--- config.mk ---
export PLATFORM = sky130hd
export DESIGN_NAME = vortex_axil_ctrl_responder_flat
export DESIGN_NICKNAME = d
export VERILOG_FILES = /design/src/rtl/vortex_ctrl_pkg.sv /design/src/rtl/vortex_axil_ctrl_responder_if.sv /design/src/rtl/vortex_axil_wr_capture.sv /design/src/rtl/vortex_axil_ctrl_responder.sv /design/src/flat_wrapper.sv
export SDC_FILE = /design/constraint.sdc
export NUM_CORES = 1
export LEC_CHECK = 0
export ABC_AREA = 0
export CAP_MARGIN = 40
export CORE_AREA = 5 5 115 117
export CTS_BUF_LIST = sky130_fd_sc_hd__clkbuf_16
export CTS_CLUSTER_DIAMETER = 120
export DETAILED_ROUTE_END_ITERATION = 6
export DIE_AREA = 0 0 120 122
export PLACE_DENSITY = 0.75
export SLEW_MARGIN = 15
export SYNTH_ARGS = -nofsm -noshare
export SYNTH_HDL_FRONTEND = slang
export SYNTH_SLANG_ARGS = --single-unit
--- constraint.sdc ---
create_clock -name ap_clk -period 1.8 [get_ports ap_clk]
set_clock_uncertainty 0.1 [all_clocks]
set_input_delay 0.36 -clock ap_clk [delete_from_list [all_inputs] [get_ports ap_clk]]
set_output_delay 0.36 -clock ap_clk [all_outputs]
set_load 0.02 [all_outputs]
--- src/rtl/vortex_ctrl_pkg.sv ---
// Shared definitions for the Vortex AXI4-Lite control responder:
// register word selects, response codes and CTRL bit positions.
package vortex_ctrl_pkg;

    typedef enum logic [2:0] {
        REG_CTRL     = 3'd0,
        REG_GIE      = 3'd1,
        REG_IER      = 3'd2,
        REG_ISR      = 3'd3,
        REG_CAPS_LO  = 3'd4,
        REG_CAPS_HI  = 3'd5,
        REG_DCR_ADDR = 3'd6,
        REG_DCR_DATA = 3'd7
    } reg_sel_e;

    localparam logic [1:0] RESP_OKAY   = 2'b00;
    localparam logic [1:0] RESP_SLVERR = 2'b10;

    localparam int CTRL_START_BIT = 0;
    localparam int CTRL_DONE_BIT  = 1;
    localparam int CTRL_IDLE_BIT  = 2;

    function automatic logic [1:0] reg_resp(input logic mapped);
        return mapped ? RESP_OKAY : RESP_SLVERR;
    endfunction

endpackage

--- src/rtl/vortex_axil_ctrl_responder_if.sv ---
// AXI4-Lite control-port bundle between the bridge master and the responder.
interface vortex_axil_ctrl_responder_if #(
    parameter int ADDR_WIDTH = 8,
    parameter int DATA_WIDTH = 32
);
    logic                      awvalid;
    logic                      awready;
    logic [ADDR_WIDTH-1:0]     awaddr;
    logic                      wvalid;
    logic                      wready;
    logic [DATA_WIDTH-1:0]     wdata;
    logic [DATA_WIDTH/8-1:0]   wstrb;
    logic                      bvalid;
    logic                      bready;
    logic [1:0]                bresp;
    logic                      arvalid;
    logic                      arready;
    logic [ADDR_WIDTH-1:0]     araddr;
    logic                      rvalid;
    logic                      rready;
    logic [DATA_WIDTH-1:0]     rdata;
    logic [1:0]                rresp;

    modport master (
        output awvalid, awaddr, wvalid, wdata, wstrb, bready, arvalid, araddr, rready,
        input  awready, wready, bvalid, bresp, arready, rvalid, rdata, rresp
    );

    modport slave (
        input  awvalid, awaddr, wvalid, wdata, wstrb, bready, arvalid, araddr, rready,
        output awready, wready, bvalid, bresp, arready, rvalid, rdata, rresp
    );
endinterface

--- src/rtl/vortex_axil_wr_capture.sv ---
// One-entry AW and W holding registers; commit fires while both are held
// and clears them, so a write costs handshake, commit and response cycles.
module vortex_axil_wr_capture #(
    parameter int ADDR_WIDTH = 8,
    parameter int DATA_WIDTH = 32
) (
    input  logic                    ap_clk,
    input  logic                    ap_rst_n,
    input  logic                    i_en,
    input  logic                    i_bvalid,
    input  logic                    i_awvalid,
    input  logic [ADDR_WIDTH-3:0]   i_awaddr,
    input  logic                    i_wvalid,
    input  logic [DATA_WIDTH-1:0]   i_wdata,
    input  logic [DATA_WIDTH/8-1:0] i_wstrb,
    output logic                    o_awready,
    output logic                    o_wready,
    output logic                    o_commit,
    output logic [ADDR_WIDTH-3:0]   o_addr,
    output logic [DATA_WIDTH-1:0]   o_data,
    output logic [DATA_WIDTH/8-1:0] o_strb
);
    logic                    r_aw_held;
    logic                    r_w_held;
    logic [ADDR_WIDTH-3:0]   r_addr;
    logic [DATA_WIDTH-1:0]   r_data;
    logic [DATA_WIDTH/8-1:0] r_strb;

    assign o_awready = i_en && !r_aw_held && !i_bvalid;
    assign o_wready  = i_en && !r_w_held && !i_bvalid;
    assign o_commit  = r_aw_held && r_w_held;
    assign o_addr    = r_addr;
    assign o_data    = r_data;
    assign o_strb    = r_strb;

    // Capture address and data independently; both clear on commit.
    always_ff @(posedge ap_clk or negedge ap_rst_n) begin
        if (!ap_rst_n) begin
            r_aw_held <= 1'b0;
            r_w_held  <= 1'b0;
            r_addr    <= '0;
            r_data    <= '0;
            r_strb    <= '0;
        end else begin
            if (o_commit) begin
                r_aw_held <= 1'b0;
            end else if (i_awvalid && o_awready) begin
                r_aw_held <= 1'b1;
                r_addr    <= i_awaddr;
            end
            if (o_commit) begin
                r_w_held <= 1'b0;
            end else if (i_wvalid && o_wready) begin
                r_w_held <= 1'b1;
                r_data   <= i_wdata;
                r_strb   <= i_wstrb;
            end
        end
    end
endmodule

--- src/rtl/vortex_axil_ctrl_responder.sv ---
// Vortex control/status register bank behind an AXI4-Lite responder:
// start/done/idle, interrupt enable/status, capabilities and DCR forwarding.
module vortex_axil_ctrl_responder
    import vortex_ctrl_pkg::*;
#(
    parameter int          C_S_AXI_CTRL_ADDR_WIDTH = 8,
    parameter int          C_S_AXI_CTRL_DATA_WIDTH = 32,
    parameter int          DCR_ADDR_WIDTH          = 12,
    parameter logic [63:0] DEV_CAPS                = 64'h0
) (
    input  logic                               ap_clk,
    input  logic                               ap_rst_n,
    vortex_axil_ctrl_responder_if.slave        s_axi_ctrl,
    output logic                               ap_start,
    input  logic                               ap_done,
    input  logic                               ap_idle,
    output logic                               dcr_wr_valid,
    output logic [DCR_ADDR_WIDTH-1:0]          dcr_wr_addr,
    output logic [C_S_AXI_CTRL_DATA_WIDTH-1:0] dcr_wr_data,
    output logic                               interrupt
);
    localparam int AW = C_S_AXI_CTRL_ADDR_WIDTH;
    localparam int DW = C_S_AXI_CTRL_DATA_WIDTH;
    localparam int SW = DW / 8;

    logic                      r_live;
    logic                      r_ap_start, r_done_sticky, r_gie, r_ier, r_isr, r_interrupt;
    logic [DCR_ADDR_WIDTH-1:0] r_dcr_addr, r_dcr_wr_addr;
    logic [DW-1:0]             r_dcr_wr_data, r_rdata;
    logic                      r_dcr_wr_valid, r_bvalid, r_rvalid;
    logic [1:0]                r_bresp, r_rresp;

    logic                      w_commit, w_awready, w_wready;
    logic [AW-3:0]             w_wr_addr;
    logic [DW-1:0]             w_wr_data, w_rdata;
    logic [SW-1:0]             w_wr_strb;
    logic                      w_wr_mapped, w_ar_mapped, w_ar_hs;
    reg_sel_e                  w_wr_sel, w_ar_sel;
    logic                      w_wr_ctrl, w_wr_gie, w_wr_ier, w_wr_isr, w_wr_dcra, w_wr_dcrd;
    logic [DCR_ADDR_WIDTH-1:0] w_dcr_addr_nxt;
    logic                      w_unused;

    vortex_axil_wr_capture #(.ADDR_WIDTH(AW), .DATA_WIDTH(DW)) u_wr_capture (
        .ap_clk    (ap_clk),
        .ap_rst_n  (ap_rst_n),
        .i_en      (r_live),
        .i_bvalid  (r_bvalid),
        .i_awvalid (s_axi_ctrl.awvalid),
        .i_awaddr  (s_axi_ctrl.awaddr[AW-1:2]),
        .i_wvalid  (s_axi_ctrl.wvalid),
        .i_wdata   (s_axi_ctrl.wdata),
        .i_wstrb   (s_axi_ctrl.wstrb),
        .o_awready (w_awready),
        .o_wready  (w_wready),
        .o_commit  (w_commit),
        .o_addr    (w_wr_addr),
        .o_data    (w_wr_data),
        .o_strb    (w_wr_strb)
    );

    assign w_wr_mapped = ~|w_wr_addr[AW-3:3];
    assign w_wr_sel    = reg_sel_e'(w_wr_addr[2:0]);
    assign w_ar_mapped = ~|s_axi_ctrl.araddr[AW-1:5];
    assign w_ar_sel    = reg_sel_e'(s_axi_ctrl.araddr[4:2]);
    assign w_ar_hs     = s_axi_ctrl.arvalid && s_axi_ctrl.arready;
    assign w_unused    = ^{s_axi_ctrl.awaddr[1:0], s_axi_ctrl.araddr[1:0], w_wr_strb[SW-1:2]};

    assign s_axi_ctrl.awready = w_awready;
    assign s_axi_ctrl.wready  = w_wready;
    assign s_axi_ctrl.bvalid  = r_bvalid;
    assign s_axi_ctrl.bresp   = r_bresp;
    assign s_axi_ctrl.arready = r_live && !r_rvalid;
    assign s_axi_ctrl.rvalid  = r_rvalid;
    assign s_axi_ctrl.rdata   = r_rdata;
    assign s_axi_ctrl.rresp   = r_rresp;
    assign ap_start           = r_ap_start;
    assign interrupt          = r_interrupt;
    assign dcr_wr_valid       = r_dcr_wr_valid;
    assign dcr_wr_addr        = r_dcr_wr_addr;
    assign dcr_wr_data        = r_dcr_wr_data;

    // Decode the committed write into per-register strobes.
    always_comb begin
        w_wr_ctrl = 1'b0;
        w_wr_gie  = 1'b0;
        w_wr_ier  = 1'b0;
        w_wr_isr  = 1'b0;
        w_wr_dcra = 1'b0;
        w_wr_dcrd = 1'b0;
        if (w_commit && w_wr_mapped) begin
            case (w_wr_sel)
                REG_CTRL:     w_wr_ctrl = 1'b1;
                REG_GIE:      w_wr_gie  = 1'b1;
                REG_IER:      w_wr_ier  = 1'b1;
                REG_ISR:      w_wr_isr  = 1'b1;
                REG_DCR_ADDR: w_wr_dcra = 1'b1;
                REG_DCR_DATA: w_wr_dcrd = 1'b1;
                default:      w_wr_ctrl = 1'b0;
            endcase
        end else begin
            w_wr_ctrl = 1'b0;
        end
    end

    // Byte-enable merge for DCR_ADDR.
    always_comb begin
        w_dcr_addr_nxt = r_dcr_addr;
        for (int i = 0; i < DCR_ADDR_WIDTH; i++) begin
            if (w_wr_strb[i/8]) begin
                w_dcr_addr_nxt[i] = w_wr_data[i];
            end else begin
                w_dcr_addr_nxt[i] = r_dcr_addr[i];
            end
        end
    end

    // Read data mux; always sees register state before any same-cycle update.
    always_comb begin
        w_rdata = '0;
        if (w_ar_mapped) begin
            case (w_ar_sel)
                REG_CTRL: begin
                    w_rdata[CTRL_START_BIT] = r_ap_start;
                    w_rdata[CTRL_DONE_BIT]  = r_done_sticky;
                    w_rdata[CTRL_IDLE_BIT]  = ap_idle;
                end
                REG_GIE:      w_rdata[0] = r_gie;
                REG_IER:      w_rdata[0] = r_ier;
                REG_ISR:      w_rdata[0] = r_isr;
                REG_CAPS_LO:  w_rdata = DEV_CAPS[31:0];
                REG_CAPS_HI:  w_rdata = DEV_CAPS[63:32];
                REG_DCR_ADDR: w_rdata[DCR_ADDR_WIDTH-1:0] = r_dcr_addr;
                default:      w_rdata = '0;
            endcase
        end else begin
            w_rdata = '0;
        end
    end

    // Ready outputs stay low until the first clock after reset release.
    always_ff @(posedge ap_clk or negedge ap_rst_n) begin
        if (!ap_rst_n) r_live <= 1'b0;
        else           r_live <= 1'b1;
    end

    // Register bank: ap_done wins over every same-cycle write or read-clear.
    always_ff @(posedge ap_clk or negedge ap_rst_n) begin
        if (!ap_rst_n) begin
            r_ap_start    <= 1'b0;
            r_done_sticky <= 1'b0;
            r_gie         <= 1'b0;
            r_ier         <= 1'b0;
            r_isr         <= 1'b0;
            r_dcr_addr    <= '0;
            r_interrupt   <= 1'b0;
        end else begin
            if (ap_done)
                r_ap_start <= 1'b0;
            else if (w_wr_ctrl && w_wr_strb[0] && w_wr_data[CTRL_START_BIT])
                r_ap_start <= 1'b1;
            if (ap_done)
                r_done_sticky <= 1'b1;
            else if (w_ar_hs && w_ar_mapped && (w_ar_sel == REG_CTRL))
                r_done_sticky <= 1'b0;
            if (w_wr_gie && w_wr_strb[0]) r_gie <= w_wr_data[0];
            if (w_wr_ier && w_wr_strb[0]) r_ier <= w_wr_data[0];
            if (ap_done && r_ier)
                r_isr <= 1'b1;
            else if (w_wr_isr && w_wr_strb[0] && w_wr_data[0])
                r_isr <= 1'b0;
            if (w_wr_dcra) r_dcr_addr <= w_dcr_addr_nxt;
            r_interrupt <= r_gie & r_ier & r_isr;
        end
    end

    // DCR write forwarding: one-cycle strobe, address/data held until the next one.
    always_ff @(posedge ap_clk or negedge ap_rst_n) begin
        if (!ap_rst_n) begin
            r_dcr_wr_valid <= 1'b0;
            r_dcr_wr_addr  <= '0;
            r_dcr_wr_data  <= '0;
        end else begin
            r_dcr_wr_valid <= w_wr_dcrd;
            if (w_wr_dcrd) begin
                r_dcr_wr_addr <= r_dcr_addr;
                r_dcr_wr_data <= w_wr_data;
            end
        end
    end

    // Write response channel.
    always_ff @(posedge ap_clk or negedge ap_rst_n) begin
        if (!ap_rst_n) begin
            r_bvalid <= 1'b0;
            r_bresp  <= 2'b00;
        end else if (w_commit) begin
            r_bvalid <= 1'b1;
            r_bresp  <= reg_resp(w_wr_mapped);
        end else if (r_bvalid && s_axi_ctrl.bready) begin
            r_bvalid <= 1'b0;
        end
    end

    // Read response channel; data held stable until accepted.
    always_ff @(posedge ap_clk or negedge ap_rst_n) begin
        if (!ap_rst_n) begin
            r_rvalid <= 1'b0;
            r_rdata  <= '0;
            r_rresp  <= 2'b00;
        end else if (w_ar_hs) begin
            r_rvalid <= 1'b1;
            r_rdata  <= w_rdata;
            r_rresp  <= reg_resp(w_ar_mapped);
        end else if (r_rvalid && s_axi_ctrl.rready) begin
            r_rvalid <= 1'b0;
        end
    end
endmodule

--- src/flat_wrapper.sv ---
// flat-port wrapper written by rule: the top's interface ports become plain ports
module vortex_axil_ctrl_responder_flat import vortex_ctrl_pkg::*;
#(
    parameter int          C_S_AXI_CTRL_ADDR_WIDTH = 8,
    parameter int          C_S_AXI_CTRL_DATA_WIDTH = 32,
    parameter int          DCR_ADDR_WIDTH          = 12,
    parameter logic [63:0] DEV_CAPS                = 64'h0
)
  (ap_clk, ap_rst_n, ap_start, ap_done, ap_idle, dcr_wr_valid, dcr_wr_addr, dcr_wr_data, interrupt, s_axi_ctrl_awvalid, s_axi_ctrl_awaddr, s_axi_ctrl_wvalid, s_axi_ctrl_wdata, s_axi_ctrl_wstrb, s_axi_ctrl_bready, s_axi_ctrl_arvalid, s_axi_ctrl_araddr, s_axi_ctrl_rready, s_axi_ctrl_awready, s_axi_ctrl_wready, s_axi_ctrl_bvalid, s_axi_ctrl_bresp, s_axi_ctrl_arready, s_axi_ctrl_rvalid, s_axi_ctrl_rdata, s_axi_ctrl_rresp);
  vortex_axil_ctrl_responder_if #(.ADDR_WIDTH(8), .DATA_WIDTH(32)) s_axi_ctrl_i ();
  input  logic ap_clk;
  input  logic ap_rst_n;
  output logic ap_start;
  input  logic ap_done;
  input  logic ap_idle;
  output logic dcr_wr_valid;
  output logic [DCR_ADDR_WIDTH-1:0] dcr_wr_addr;
  output logic [C_S_AXI_CTRL_DATA_WIDTH-1:0] dcr_wr_data;
  output logic interrupt;
  input wire logic [$bits(s_axi_ctrl_i.awvalid)-1:0] s_axi_ctrl_awvalid;
  input wire logic [$bits(s_axi_ctrl_i.awaddr)-1:0] s_axi_ctrl_awaddr;
  input wire logic [$bits(s_axi_ctrl_i.wvalid)-1:0] s_axi_ctrl_wvalid;
  input wire logic [$bits(s_axi_ctrl_i.wdata)-1:0] s_axi_ctrl_wdata;
  input wire logic [$bits(s_axi_ctrl_i.wstrb)-1:0] s_axi_ctrl_wstrb;
  input wire logic [$bits(s_axi_ctrl_i.bready)-1:0] s_axi_ctrl_bready;
  input wire logic [$bits(s_axi_ctrl_i.arvalid)-1:0] s_axi_ctrl_arvalid;
  input wire logic [$bits(s_axi_ctrl_i.araddr)-1:0] s_axi_ctrl_araddr;
  input wire logic [$bits(s_axi_ctrl_i.rready)-1:0] s_axi_ctrl_rready;
  output wire logic [$bits(s_axi_ctrl_i.awready)-1:0] s_axi_ctrl_awready;
  output wire logic [$bits(s_axi_ctrl_i.wready)-1:0] s_axi_ctrl_wready;
  output wire logic [$bits(s_axi_ctrl_i.bvalid)-1:0] s_axi_ctrl_bvalid;
  output wire logic [$bits(s_axi_ctrl_i.bresp)-1:0] s_axi_ctrl_bresp;
  output wire logic [$bits(s_axi_ctrl_i.arready)-1:0] s_axi_ctrl_arready;
  output wire logic [$bits(s_axi_ctrl_i.rvalid)-1:0] s_axi_ctrl_rvalid;
  output wire logic [$bits(s_axi_ctrl_i.rdata)-1:0] s_axi_ctrl_rdata;
  output wire logic [$bits(s_axi_ctrl_i.rresp)-1:0] s_axi_ctrl_rresp;
  assign s_axi_ctrl_i.awvalid = s_axi_ctrl_awvalid;
  assign s_axi_ctrl_i.awaddr = s_axi_ctrl_awaddr;
  assign s_axi_ctrl_i.wvalid = s_axi_ctrl_wvalid;
  assign s_axi_ctrl_i.wdata = s_axi_ctrl_wdata;
  assign s_axi_ctrl_i.wstrb = s_axi_ctrl_wstrb;
  assign s_axi_ctrl_i.bready = s_axi_ctrl_bready;
  assign s_axi_ctrl_i.arvalid = s_axi_ctrl_arvalid;
  assign s_axi_ctrl_i.araddr = s_axi_ctrl_araddr;
  assign s_axi_ctrl_i.rready = s_axi_ctrl_rready;
  assign s_axi_ctrl_awready = s_axi_ctrl_i.awready;
  assign s_axi_ctrl_wready = s_axi_ctrl_i.wready;
  assign s_axi_ctrl_bvalid = s_axi_ctrl_i.bvalid;
  assign s_axi_ctrl_bresp = s_axi_ctrl_i.bresp;
  assign s_axi_ctrl_arready = s_axi_ctrl_i.arready;
  assign s_axi_ctrl_rvalid = s_axi_ctrl_i.rvalid;
  assign s_axi_ctrl_rdata = s_axi_ctrl_i.rdata;
  assign s_axi_ctrl_rresp = s_axi_ctrl_i.rresp;
  vortex_axil_ctrl_responder #(.C_S_AXI_CTRL_ADDR_WIDTH(C_S_AXI_CTRL_ADDR_WIDTH), .C_S_AXI_CTRL_DATA_WIDTH(C_S_AXI_CTRL_DATA_WIDTH), .DCR_ADDR_WIDTH(DCR_ADDR_WIDTH), .DEV_CAPS(DEV_CAPS)) u_core (.ap_clk(ap_clk), .ap_rst_n(ap_rst_n), .s_axi_ctrl(s_axi_ctrl_i), .ap_start(ap_start), .ap_done(ap_done), .ap_idle(ap_idle), .dcr_wr_valid(dcr_wr_valid), .dcr_wr_addr(dcr_wr_addr), .dcr_wr_data(dcr_wr_data), .interrupt(interrupt));
endmodule
=== Word-level counts from Yosys, hierarchy flattened ===
Cells that the tools add are included.
W data, S select, Z words.

* Bits in registers: 144
* Output and inout bits: 88

* Multiplexer cells: 32
* Reductions and logical operators: 42
* Equal/unequal tests: 9
* Bitwise logic cells: 3

{| class="wikitable"
|+ Operator list
! kind !! number
|-
| $mux W1 || 26
|-
| $logic_and A1 B1 Y1 || 21
|-
| $reduce_bool A2 Y1 || 7
|-
| $eq A3 B2 Y1 const B || 4
|-
| $mux W12 || 1
|-
| $eq A3 B3 Y1 const B || 3
|-
| $mux W9 || 1
|-
| $reduce_and A2 Y1 || 4
|-
| $eq A3 B1 Y1 const B || 2
|-
| $logic_not A1 Y1 || 6
|-
| $logic_not A3 Y1 || 2
|-
| $reduce_or A3 Y1 || 2
|-
| $pmux W1 S5 || 1
|-
| $mux W2 || 2
|-
| $pmux W2 S2 || 1
|-
| $and A1 B1 Y1 || 2
|-
| $not A1 Y1 || 1
|}

=== Longest topological paths before layout ===
Gate-level depths: netlist of the first run.

* Depth in word-level cells: 8
* Gate-level depth with buffers: 5
* Depth with buffers taken out: 3

=== Hierarchy ===
A second synthesis of the first run with hierarchy kept.

* Cell total of the unflattened synthesis: 326
* Area, all modules: 5342.6 um^2

{| class="wikitable"
|+ Modules (own cells, without submodules)
! module !! sequential area each (um^2) !! instances !! cells each !! area each (um^2)
|-
| vortex_axil_ctrl_responder || 2001.9 || 1 || 226 || 3513.4
|-
| vortex_axil_wr_capture || 1101.1 || 1 || 100 || 1829.3
|}

=== Worst setup path before layout of the first run ===
Ideal clock, no wire load.

* Kind: reg2reg
* Start: register u_core.r_bvalid, in the netlist u_core.s_axi_ctrl.bvalid
* End: register u_core.u_wr_capture.r_data[10], in the netlist u_core.u_wr_capture.o_data[10]
* Buffers on the path: 2
* Data required time: 1575 ps
* Data arrival time: 1935 ps
* Stages on the path, launching flop included: 6
* Setup slack: -360 ps
* Library setup time: 125 ps
* Cell sequence: dfrtp_1 > nor3b_1 > and2_1 > buf_2 > buf_4 > mux2_2

* Cells in the longest elaborated chain, start to end: 4

{| class="wikitable"
|+ Ends and longest elaborated chain
! element !! RTL line !! source
|-
| start: declaration || vortex_axil_ctrl_responder.sv:30 || <nowiki>logic r_dcr_wr_valid, r_bvalid, r_rvalid;</nowiki>
|-
| start signal: assignment || vortex_axil_ctrl_responder.sv:194 || <nowiki>r_bvalid <= 1'b0;</nowiki>
|-
| start signal: assignment || vortex_axil_ctrl_responder.sv:197 || <nowiki>r_bvalid <= 1'b1;</nowiki>
|-
| start signal: assignment || vortex_axil_ctrl_responder.sv:200 || <nowiki>r_bvalid <= 1'b0;</nowiki>
|-
| $logic_not A1 Y1 || vortex_axil_wr_capture.sv:30 || <nowiki>assign o_wready = i_en && !r_w_held && !i_bvalid;</nowiki>
|-
| $logic_and A1 B1 Y1 || vortex_axil_wr_capture.sv:30 ||
|-
| via s_axi_ctrl_wready || flat_wrapper.sv:30 || <nowiki>output wire logic [$bits(s_axi_ctrl_i.wready)-1:0] s_axi_ctrl_wready;</nowiki>
|-
| $logic_and A1 B1 Y1 || vortex_axil_wr_capture.sv:53 || <nowiki>end else if (i_wvalid && o_wready) begin</nowiki>
|-
| $reduce_and A2 Y1 (no source line) || - ||
|-
| end signal: assignment || vortex_axil_wr_capture.sv:55 || <nowiki>r_data <= i_wdata;</nowiki>
|-
| end: declaration || vortex_axil_wr_capture.sv:26 || <nowiki>logic [DATA_WIDTH-1:0] r_data;</nowiki>
|}

The timed path passes the listed nets, and every way through them passes these cells.
A chain may end at the register's enable or synchronous reset.

=== Final worst setup path of the first run ===
* Start: register u_core.u_wr_capture.r_addr[3], in the netlist u_core.u_wr_capture.o_addr[3]
* End: register u_core.r_dcr_wr_data[14], in the netlist u_core.dcr_wr_data[14]

* Cells in the longest elaborated chain, start to end: 4

{| class="wikitable"
|+ Ends and longest elaborated chain
! element !! RTL line !! source
|-
| start: declaration || vortex_axil_wr_capture.sv:25 || <nowiki>logic [ADDR_WIDTH-3:0] r_addr;</nowiki>
|-
| start signal: assignment || vortex_axil_wr_capture.sv:49 || <nowiki>r_addr <= i_awaddr;</nowiki>
|-
| $reduce_or A3 Y1 || vortex_axil_ctrl_responder.sv:61 || <nowiki>assign w_wr_mapped = ~|w_wr_addr[AW-3:3];</nowiki>
|-
| $logic_not A1 Y1 || vortex_axil_ctrl_responder.sv:61 ||
|-
| $logic_and A1 B1 Y1 || vortex_axil_ctrl_responder.sv:90 || <nowiki>if (w_commit && w_wr_mapped) begin</nowiki>
|-
| $mux W1 || vortex_axil_ctrl_responder.sv:90 ||
|-
| end signal: assignment || vortex_axil_ctrl_responder.sv:186 || <nowiki>r_dcr_wr_data <= w_wr_data;</nowiki>
|-
| end: declaration || vortex_axil_ctrl_responder.sv:29 || <nowiki>logic [DW-1:0] r_dcr_wr_data, r_rdata;</nowiki>
|}

Every way passes these cells.

==> results of run 1 <==
==> area by class of cell <==
cell class | count | area share (%)
well taps | 150 | 2.716
clock inverters | 10 | 0.6157
inverters | 5 | 0.2716
multi-input cells | 182 | 26.87
clock buffers | 17 | 6.157
repair buffers | 138 | 19.14
flip-flops and latches | 122 | 44.22
==> where the power goes <==
group	leakage, nW	switching, mW	internal, mW	total (mW)
sequential	1.59	0.574	3.54	4.11
combinational	1.75	0.952	1.24	2.20
clock	0.242	1.07	1.67	2.74
==> cells by family after synthesis <==
group / synth area share [%]
and+or+nand+nor: 5.056
DFF: 60.17
buffers and inverters: 5.327
other: 0.1480
AOI/OAI and AO/OA: 4.020
muxes: 25.28
==> synth_stat cells (2+ instances only) <==
| library cell | number |
|---|---|
| a211o_1 | 2 |
| a21o_1 | 2 |
| a22o_1 | 10 |
| a22oi_1 | 3 |
| and2_1 | 5 |
| buf_2 | 3 |
| buf_4 | 25 |
| buf_6 | 4 |
| conb_1 | 2 |
| dfrtp_1 | 122 |
| inv_1 | 5 |
| mux2_2 | 61 |
| mux2_4 | 39 |
| nand2_1 | 3 |
| nand3_1 | 2 |
| nand4_1 | 2 |
| nor2_1 | 3 |
| nor3b_1 | 3 |
| nor4b_4 | 2 |
| o21ai_0 | 3 |
| or3_1 | 3 |
==> routing by layer <==
layer,vias up,global-route usage [%]
li1,1395,-
met1,1537,18.76
met2,111,23.96
met3,18,7.057
met4,0,6.013
met5,-,0
==> worst min path at each step <==
stage	endpoint	slack (ps)
4_1_cts	u_core.dcr_wr_addr[5]	400
3_3_place_gp	u_core.dcr_wr_addr[5]	290
3_5_place_dp	u_core.dcr_wr_addr[5]	300
6_report	u_core.dcr_wr_valid	390
5_1_grt	u_core.s_axi_ctrl.rvalid	400
2_1_floorplan	u_core.ap_start	-40
==> registers in the layout (all words and copies together), names as in the netlist, 2 cells and up <==
signal	flops
u_core.u_wr_capture.o_addr	6
u_core.u_wr_capture.o_data	32
u_core.s_axi_ctrl.rdata	12
u_core.dcr_wr_data	32
u_core.dcr_wr_addr	12
u_core.u_wr_capture.o_strb	2
u_core.r_dcr_addr	12
==> tightest hold or removal path: stages <==
cell and delay, ps:
dlygate4sd3_1 520, buf_4 130, buf_12 270
==> repair_timing <==
action                                  4_1_cts  5_1_grt
hold buffers                                  1        0
pin swaps                                     1        1
endpoints found under the setup margin       69       34
setup buffers                                 1        0
endpoints found under the hold margin       122        0
gates resized for setup                      72        4
==> flow_summary.json, run 1 <==
{
  "outcome": "finished clean",
  "die_h_um": 122,
  "detail-route-antenna-nets": 0,
  "grt_first_pass_wirelength_mm": 17.17,
  "grt_pass1_vias": 3304,
  "rows": 41,
  "path_cells": "nor4b_4 -> nand3_4 -> buf_12 -> mux2_4",
  "slew_viol_final": 0,
  "cts_made_buffers": 17,
  "io_pins": 149,
  "final_common_cell": "dfrtp_1",
  "start_kind": "flop",
  "worst_slack_ps": 53.61,
  "layout_common_cells": "dfrtp_1 (120), dlygate4sd2_1 (63), mux2_2 (61)",
  "drt-initial-drc-count": 130,
  "fin_crit_sh_pct": 97.02,
  "fin_total_pwr_mw": 9.041,
  "cp_num_cells": 4,
  "drtPass1Iterations": 6,
  "stdcell_count": 624,
  "multiInputGateArea_sq_mm": 0.001857,
  "path_clk_slew_ps": 50,
  "whs_ps": 390.9,
  "synthTopCellsByArea": "dfrtp_1 (60%), mux2_2 (14%), mux2_4 (12%)",
  "highest_layer": "met4",
  "syn_to_final_growth_pct": 36.18,
  "fin_setup_tns_ps": 0,
  "final_core_util_pct": 56.35,
  "overflow": 0,
  "synth_cell_type_count": 38,
  "cp_slowest_stage_delay_ps": 450,
  "r2r_end": "u_core.dcr_wr_data[14]",
  "setup_viol": 0,
  "fin_area_sq_mm": 0.006909,
  "diodes": 0,
  "path_class": "reg2reg",
  "place_ws_ps": -215.8,
  "critPathArrivalTime_ps": 1940,
  "r2r_start": "u_core.u_wr_capture.o_addr[3]",
  "routed_wl_mm": 10.58,
  "synth_edf_count": 0,
  "io_buffer_count": 120,
  "nNetsFinal": 527,
  "syn_area_sq_mm": 0.005074,
  "worst-path-buf-inv": 1,
  "initial_core_util_pct": 41.38,
  "wl_met3_um": 811,
  "drive_gt1_share_pct": 32.07,
  "wl_met1_mm": 4.502,
  "cap_violations": 0,
  "yosysTopAreaCell": "dfrtp_1",
  "gp_congestion": 0.7499,
  "die_w_um": 120,
  "rsz0062_at_grt": "false",
  "post_dp_cell_area_sq_mm": 0.006501,
  "clkLatencyLatePin_ps": 410,
  "cts_max_path_buffers": 2,
  "place_inst": 595,
  "ff2ff_path_depth": 4,
  "synthCells": 321,
  "viasPerCell": 4.905,
  "postSynth.asyncResetShare_pct": 100.0,
  "r2r_slack_ps": 50,
  "cp_slowest_cell": "dfrtp_1",
  "vias": 3061,
  "syn_avg_cell_area_sq_um": 15.81,
  "timing.fmax_mhz": 572.6,
  "grt_usage_pct": 15.40,
  "die_area_sq_mm": 0.01464,
  "hold_class": "in2async",
  "ys_warn_count": 0,
  "hold_viol_final": 0,
  "seq_area_sq_mm": 0.003055,
  "yosysTopAreaCellShare_pct": 60.17,
  "cpLargestDelayFamily": "simple AND/OR/NAND/NOR gates",
  "num-fill-cells": 1042,
  "critPathCaptureType": "flop",
  "leakagePower_nw": 3.581,
  "grt_antenna_before_repair": 0,
  "worstPathMaxFanout": 25,
  "clockRootBuffer": "clkbuf_16",
  "drc_errors": 0,
  "hpwl_mm": 7.584,
  "grt_max_degree": 66,
  "cts.sinks": 122,
  "core_sq_mm": 0.01226,
  "met2WireLength_mm": 5.093,
  "ys.flop_type": "dfrtp_1",
  "ys_ff_latch": 122,
  "period_needed_ps": 1746,
  "cts_tree": "built",
  "post_drt_wl_per_cell_um": 16.95,
  "ys_seq_area_share_pct": 60.17,
  "power_per_cell_area_mw_per_mm2": 1309,
  "cp-startpoint": "u_core.u_wr_capture.o_addr[3]",
  "htreeDepth": 4,
  "endpoint": "u_core.dcr_wr_data[14]",
  "peakVddDrop_uv": 662.9,
  "cp.required_ps": 1990
}
No activity file was read; power rests on OpenSTA's default activity.
==> run 2, diff against run 1 <==
SLEW_MARGIN = 20   (was 15)
==> results of run 2 <==
No change in the layout: final DEF, timing and power equal those of run 1.
